[src/rtl/mem_arbiter_pkg.sv]
// Shared definitions for the instruction/data memory arbiter: FSM state
// encoding and grant identifiers.
package mem_arbiter_pkg;

  typedef enum logic [2:0] {
    ST_IDLE   = 3'd0,
    ST_I_REQ  = 3'd1,
    ST_I_WAIT = 3'd2,
    ST_D_REQ  = 3'd3,
    ST_D_WAIT = 3'd4
  } arbState_t;

  typedef enum logic {
    GRANT_I = 1'b0,
    GRANT_D = 1'b1
  } grant_t;

  localparam int PERF_CNT_W = 32;

endpackage

[src/rtl/mem_arb_perf_cnt.sv]
// Free-running enable counter with synchronous clear; wraps modulo 2^W.
// Used by mem_arbiter only when MEM_ARB_PERF_CNT_EN is defined.
module mem_arb_perf_cnt #(
  parameter int W = 32
) (
  input  logic         clk,
  input  logic         rst,
  input  logic         en,
  output logic [W-1:0] count
);

  always_ff @(posedge clk) begin
    if (rst)     count <= '0;
    else if (en) count <= count + W'(1);
  end

endmodule

[src/rtl/mem_arbiter.sv]
// Round-robin arbiter of fetch and data accesses onto one memory port, with
// the pipeline Stall. Define MEM_ARB_PERF_CNT_EN to add stall/request counters.
module mem_arbiter
  import mem_arbiter_pkg::*;
#(
  parameter int ADDR_W = 32,
  parameter int DATA_W = 32
) (
  input  logic                clk,
  input  logic                rst,
  input  logic                IReq,
  input  logic [ADDR_W-1:0]   IAddr,
  output logic [DATA_W-1:0]   IRdata,
  output logic                IValid,
  input  logic                DReq,
  input  logic                DWe,
  input  logic [ADDR_W-1:0]   DAddr,
  input  logic [DATA_W-1:0]   DWdata,
  input  logic [DATA_W/8-1:0] DWmask,
  output logic [DATA_W-1:0]   DRdata,
  output logic                DValid,
  output logic                MemReqValid,
  input  logic                MemReqRdy,
  output logic                MemReqWe,
  output logic [ADDR_W-1:0]   MemReqAddr,
  output logic [DATA_W-1:0]   MemReqData,
  output logic [DATA_W/8-1:0] MemReqMask,
  input  logic                MemRespValid,
  input  logic [DATA_W-1:0]   MemRespData,
  output logic                Stall
`ifdef MEM_ARB_PERF_CNT_EN
  ,
  output logic [PERF_CNT_W-1:0] StallCycles,
  output logic [PERF_CNT_W-1:0] ReqCount
`endif
);

  arbState_t state, stateNext;
  grant_t    lastGrant, lastGrantNext;

  // NOTE: non-blocking assignments here so every flop samples pre-edge values.
  always_ff @(posedge clk) begin
    if (rst) begin
      state     <= ST_IDLE;
      lastGrant <= GRANT_I;
    end else begin
      state     <= stateNext;
      lastGrant <= lastGrantNext;
    end
  end

  // NOTE: every output gets a default first so no path can infer a latch.
  always_comb begin
    stateNext     = state;
    lastGrantNext = lastGrant;
    IValid        = 1'b0;
    IRdata        = '0;
    DValid        = 1'b0;
    DRdata        = '0;
    MemReqValid   = 1'b0;
    MemReqWe      = 1'b0;
    MemReqAddr    = '0;
    MemReqData    = '0;
    MemReqMask    = '0;

    unique case (state)
      ST_IDLE: begin
        // Under contention the side that lost last time wins.
        if (DReq && (!IReq || lastGrant == GRANT_I)) begin
          stateNext     = ST_D_REQ;
          lastGrantNext = GRANT_D;
        end else if (IReq) begin
          stateNext     = ST_I_REQ;
          lastGrantNext = GRANT_I;
        end
      end
      ST_I_REQ: begin
        MemReqValid = 1'b1;
        MemReqAddr  = IAddr;
        if (MemReqRdy) stateNext = ST_I_WAIT;
      end
      ST_I_WAIT: begin
        if (MemRespValid) begin
          IValid    = 1'b1;
          IRdata    = MemRespData;
          stateNext = ST_IDLE;
        end
      end
      ST_D_REQ: begin
        MemReqValid = 1'b1;
        MemReqWe    = DWe;
        MemReqAddr  = DAddr;
        MemReqData  = DWdata;
        MemReqMask  = DWmask;
        // Stores complete on acceptance; no response follows.
        if (MemReqRdy) begin
          DValid    = DWe;
          stateNext = DWe ? ST_IDLE : ST_D_WAIT;
        end
      end
      ST_D_WAIT: begin
        if (MemRespValid) begin
          DValid    = 1'b1;
          DRdata    = MemRespData;
          stateNext = ST_IDLE;
        end
      end
      default: stateNext = ST_IDLE;
    endcase
  end

  assign Stall = (IReq & ~IValid) | (DReq & ~DValid);

`ifdef MEM_ARB_PERF_CNT_EN
  mem_arb_perf_cnt #(.W(PERF_CNT_W)) uStallCnt (
    .clk   (clk),
    .rst   (rst),
    .en    (Stall),
    .count (StallCycles)
  );

  mem_arb_perf_cnt #(.W(PERF_CNT_W)) uReqCnt (
    .clk   (clk),
    .rst   (rst),
    .en    (MemReqValid & MemReqRdy),
    .count (ReqCount)
  );
`endif

endmodule

[config.mk]
export PLATFORM = sky130hd
export DESIGN_NAME = mem_arbiter
export DESIGN_NICKNAME = d
export VERILOG_FILES = /design/src/rtl/mem_arbiter_pkg.sv /design/src/rtl/mem_arb_perf_cnt.sv /design/src/rtl/mem_arbiter.sv
export SDC_FILE = /design/constraint.sdc
export NUM_CORES = 1
export LEC_CHECK = 0
export BUFFER_PORTS_ARGS = -buffer_cell sky130_fd_sc_hd__buf_4
export CAP_MARGIN = 20
export CORE_AREA = 10 10 98 100
export DETAILED_ROUTE_END_ITERATION = 10
export DIE_AREA = 0 0 108 110
export GPL_TIMING_DRIVEN = 0
export PLACE_DENSITY = 0.65
export SYNTH_ARGS = -nofsm -noshare
export SYNTH_HDL_FRONTEND = slang
export SYNTH_SLANG_ARGS = --single-unit
[constraint.sdc]
create_clock -name clk -period 1.3 [get_ports clk]
set_clock_uncertainty 0.05 [all_clocks]
set_input_delay 0.26 -clock clk [delete_from_list [all_inputs] [get_ports clk]]
set_output_delay 0.26 -clock clk [all_outputs]
set_load 0.03 [all_outputs]
==> key figures <==
Synth
  – Synthesized area per cell: 6.71 um2
  – Seq/Total Area, Yosys: 5.60%
  – Synth Area in Compound Gates: 5.77%
  – Largest family of logic cells by synthesized area: simple AND/OR/NAND/NOR gates
  – Post-synthesis mux area share: 22.4%
  – Adder-cell share of the synthesized area: 0%
  – #FFs+latches synth: 4
  – Ys Warns: 0
  – Mapped Area: 0.00143 mm2
  – Post-synthesis xor/xnor area fraction: 0%
  – Synth cell types: 27
  – Cells after Synth: 213
  – Synthesized Nets: 352
  – Simple-Gate Fraction of Synth Area: 58.4%

GRT
  – First-pass GRT wire length: 17300 um
  – Initial antenna violation count: 0
  – Vias in the first global route: 3005
  – GRT Residual Overflow: 0
  – Largest net degree at the start of global routing: 11
  – Tot GR Track Use: 18.6%

Critical path
  – CP Launch Type: flop
  – Endpoint type of the worst setup path: primary output
  – R2R Setup Slk: -0.08 ns
  – Worst R2R End: state[1]
  – CP arrival: 1.51 ns
  – Setup CP Type: flop to primary output
  – R2R cell count: 6
  – Reg2reg start: state[1]
  – Crit-path max FO: 5
  – CP required: 0.99 ns

Finish
  – Share of cells above drive strength 1: 97.0%
  – Seq. cell area: 88.8 um2
  – Ant diodes: 0
  – Final Non-Filler Cells: 632
  – Final Util: 74.7%
  – # fillers: 527
  – Post-route cell area: 0.00571 mm2
  – Nets@finish: 671
  – Synth-to-Final Area Change: 300%
  – Area of the multi-input gates: 0.00214 mm2

Floorplan
  – Die footprint: 0.0119 mm2
  – Initial Utilization: 18.7%
  – I/O pin count: 276
  – Die W: 108 um
  – Die Y: 110 um
  – Row count: 32
  – Area of the core: 0.00765 mm2

STA
  – Fin. max-slew vios: 0
  – Fmax: 549 MHz
  – Worst hold slack: 0.188 ns
  – Rel. slew slack: 82.6%
  – Post-route clock period utilization: 140%
  – Least-Margin Pin Slew: 0.254 ns
  – Final setup margin: -0.520 ns
  – RSZ-0062 raised after global routing: true
  – Min Clock Period, post-route: 1.82 ns
  – Final Hold Fails: 0
  – Final Setup Violations: 139

Clocking
  – CTS root buf: clkbuf_8
  – TritonCTS buffer count: 3
  – Clk sinks: 4
  – H-Tree Depth: 1
  – CTS tree: yes
  – CTS clk-pin slew, worst paths: 0.03 ns
  – Worst-skew pair later-pin latency: 0.21 ns
  – Max clock buf depth: 2
  – Hold Buf Count CTS: 0

Detailed routing
  – Iteration-0 DRC Markers: 47
  – WL/cell: 20.4 um
  – Via count: 2757
  – Detail Route Antenna Nets: 0
  – Drt first pass iters: 4
  – Routed vias/inst: 4.36
  – DRC violations left: 0
  – Final WL: 12900 um

Pwr
  – Leak: 0.00270 uW
  – PwrDens: 561 mW/mm2
  – Max VDD drop: 0.493 mV

Outcome
  – Failing checks: setup timing
  – Outcome: finished, violations left

Placed design
  – Gpl congestion: 0.801
  – Hpwl dp: 9540 um
  – Post-Place Cells: 590
  – Cell Area, Placed: 0.00425 mm2
  – Pre-CTS setup slack: -0.410 ns
  – Port bufs: 275

Min path
  – Hold Path Depth: 2
  – Hold Crit Class: input port to flop
  – Hold path startpoint: rst
  – WHS Endpoint: state[0]

Job
  – Max-cap viol count: 0
-- registers in the layout (all words and copies together), names as in the netlist --
signal	cells
state	3
lastGrant	1
-- through the flow --
stage	power (uW)	TNS, ns
6_report	3210	-57.92
5_1_grt	3350	-64.39
4_1_cts	3010	-61.39
3_5_place_dp	2120	-39.71
3_3_place_gp	2100	-37.67
2_1_floorplan	1360	-11.98
-- power breakdown --
part	leakage (uW)	switching [uW]	total, uW	internal, uW
Combinational	0.00265	1290	2800	1500
Sequential	0.0000347	14.2	152	138
Clock	0.0000216	59.9	257	197
-- cell usage in the layout (no fill, tap or decap) --
cell | synthesis | layout
a311oi_1 | 1 | 1
clkinvlp_4 | 0 | 1
a31o_4 | 1 | 1
and4bb_4 | 0 | 2
a221oi_1 | 1 | 1
nor3_4 | 0 | 1
o22ai_4 | 0 | 1
nor2b_1 | 1 | 1
buf_4 | 1 | 180
o211a_1 | 1 | 1
nor2_1 | 34 | 1
and2_4 | 0 | 101
o31ai_1 | 1 | 1
nand2b_1 | 2 | 1
o21ai_2 | 0 | 1
dfxtp_4 | 0 | 2
nand2_1 | 2 | 2
nor2_2 | 0 | 2
buf_8 | 0 | 15
clkbuf_16 | 0 | 3
and3b_2 | 0 | 1
dfxtp_1 | 4 | 1
buf_6 | 1 | 124
nor4_1 | 1 | 1
nand3_1 | 1 | 1
nor2_4 | 0 | 31
clkbuf_8 | 0 | 3
inv_1 | 3 | 2
mux2i_2 | 0 | 1
mux2i_4 | 0 | 29
nand2b_4 | 0 | 1
buf_12 | 0 | 7
a211oi_2 | 0 | 1
a21oi_2 | 0 | 1
mux2i_1 | 32 | 2
buf_16 | 0 | 4
dfxtp_2 | 0 | 1
-- layout make-up --
cell class                      instances  area share [%]
Inverter                                3           0.263
Buffer                                 15            4.42
Clock buffer                            3           0.723
Timing Repair Buffer                  318            53.3
Sequential cell                         4            1.55
Tap cell                              102            2.23
Multi-Input combinational cell        187            37.5
-- cell families (layout without fill, tap and decap cells) --
kind of cell           after synthesis  count (layout)
AND/OR/NAND/NOR                    146             146
multiplexers                        32              32
buffers and inverters               22             339
AO/OA/AOI/OAI                        9               9
flip-flops                           4               4
-- synth_stat cells --
| master | count | area share (%) |
|---|---|---|
| o22ai_2 | 1 | 0.87 |
| nand3_1 | 1 | 0.35 |
| o211a_1 | 1 | 0.70 |
| and3b_1 | 1 | 0.61 |
| a21oi_1 | 1 | 0.35 |
| clkbuf_2 | 5 | 1.7 |
| nor3_1 | 1 | 0.35 |
| dfxtp_1 | 4 | 5.6 |
| nand2b_1 | 2 | 0.87 |
| mux2i_1 | 32 | 22 |
| a31o_4 | 1 | 1.2 |
| nor2_1 | 34 | 8.9 |
| a311oi_1 | 1 | 0.61 |
| buf_2 | 9 | 3.1 |
| a211oi_1 | 1 | 0.53 |
| nor4_1 | 1 | 0.44 |
| buf_6 | 1 | 0.79 |
| and4bb_2 | 2 | 1.7 |
| buf_4 | 1 | 0.53 |
| o21ai_0 | 1 | 0.35 |
| clkbuf_1 | 3 | 0.79 |
| a221oi_1 | 1 | 0.61 |
| inv_1 | 3 | 0.79 |
| nor2b_1 | 1 | 0.44 |
| nand2_1 | 2 | 0.53 |
| and2_1 | 101 | 44 |
| o31ai_1 | 1 | 0.53 |
-- worst max-delay path, stage by stage (launching register included) --
cell,delay (ns)
dfxtp_2,0.32
buf_8,0.12
and4bb_4,0.32
buf_8,0.15
buf_8,0.12
and2_4,0.13
buf_6,0.12
-- per-layer routing --
| layer | up-vias | part of all wire [%] | routed length, um | track usage [%] |
|---|---|---|---|---|
| li1 | 1328 | - | - | - |
| met1 | 1282 | 32 | 4080 | 17.2 |
| met2 | 133 | 58 | 7510 | 37.8 |
| met3 | 14 | 8.7 | 1120 | 6.21 |
| met4 | 0 | 1.6 | 208 | 4.10 |
| met5 | - | 0 | 0 | 0 |
-- worst max-delay path by stage --
stage                     slack [ns]      from         end  depth (start not counted)
after floorplan                -0.22  state[0]       Stall                          5
after global placement         -0.41  state[1]  DRdata[24]                          5
after detailed placement       -0.41  state[1]  DRdata[24]                          5
after CTS                      -0.55  state[1]  DRdata[15]                          6
after global routing           -0.56  state[1]  DRdata[22]                          6
final                          -0.52  state[1]  DRdata[16]                          6
-- what timing repair did --
action	CTS	global route
setup endpoints to repair	137	139
cloned	11	3
pin swaps	17	27
buffers inserted	20	14
gates resized for setup	201	47
No activity file was read; power rests on OpenSTA's default activity.
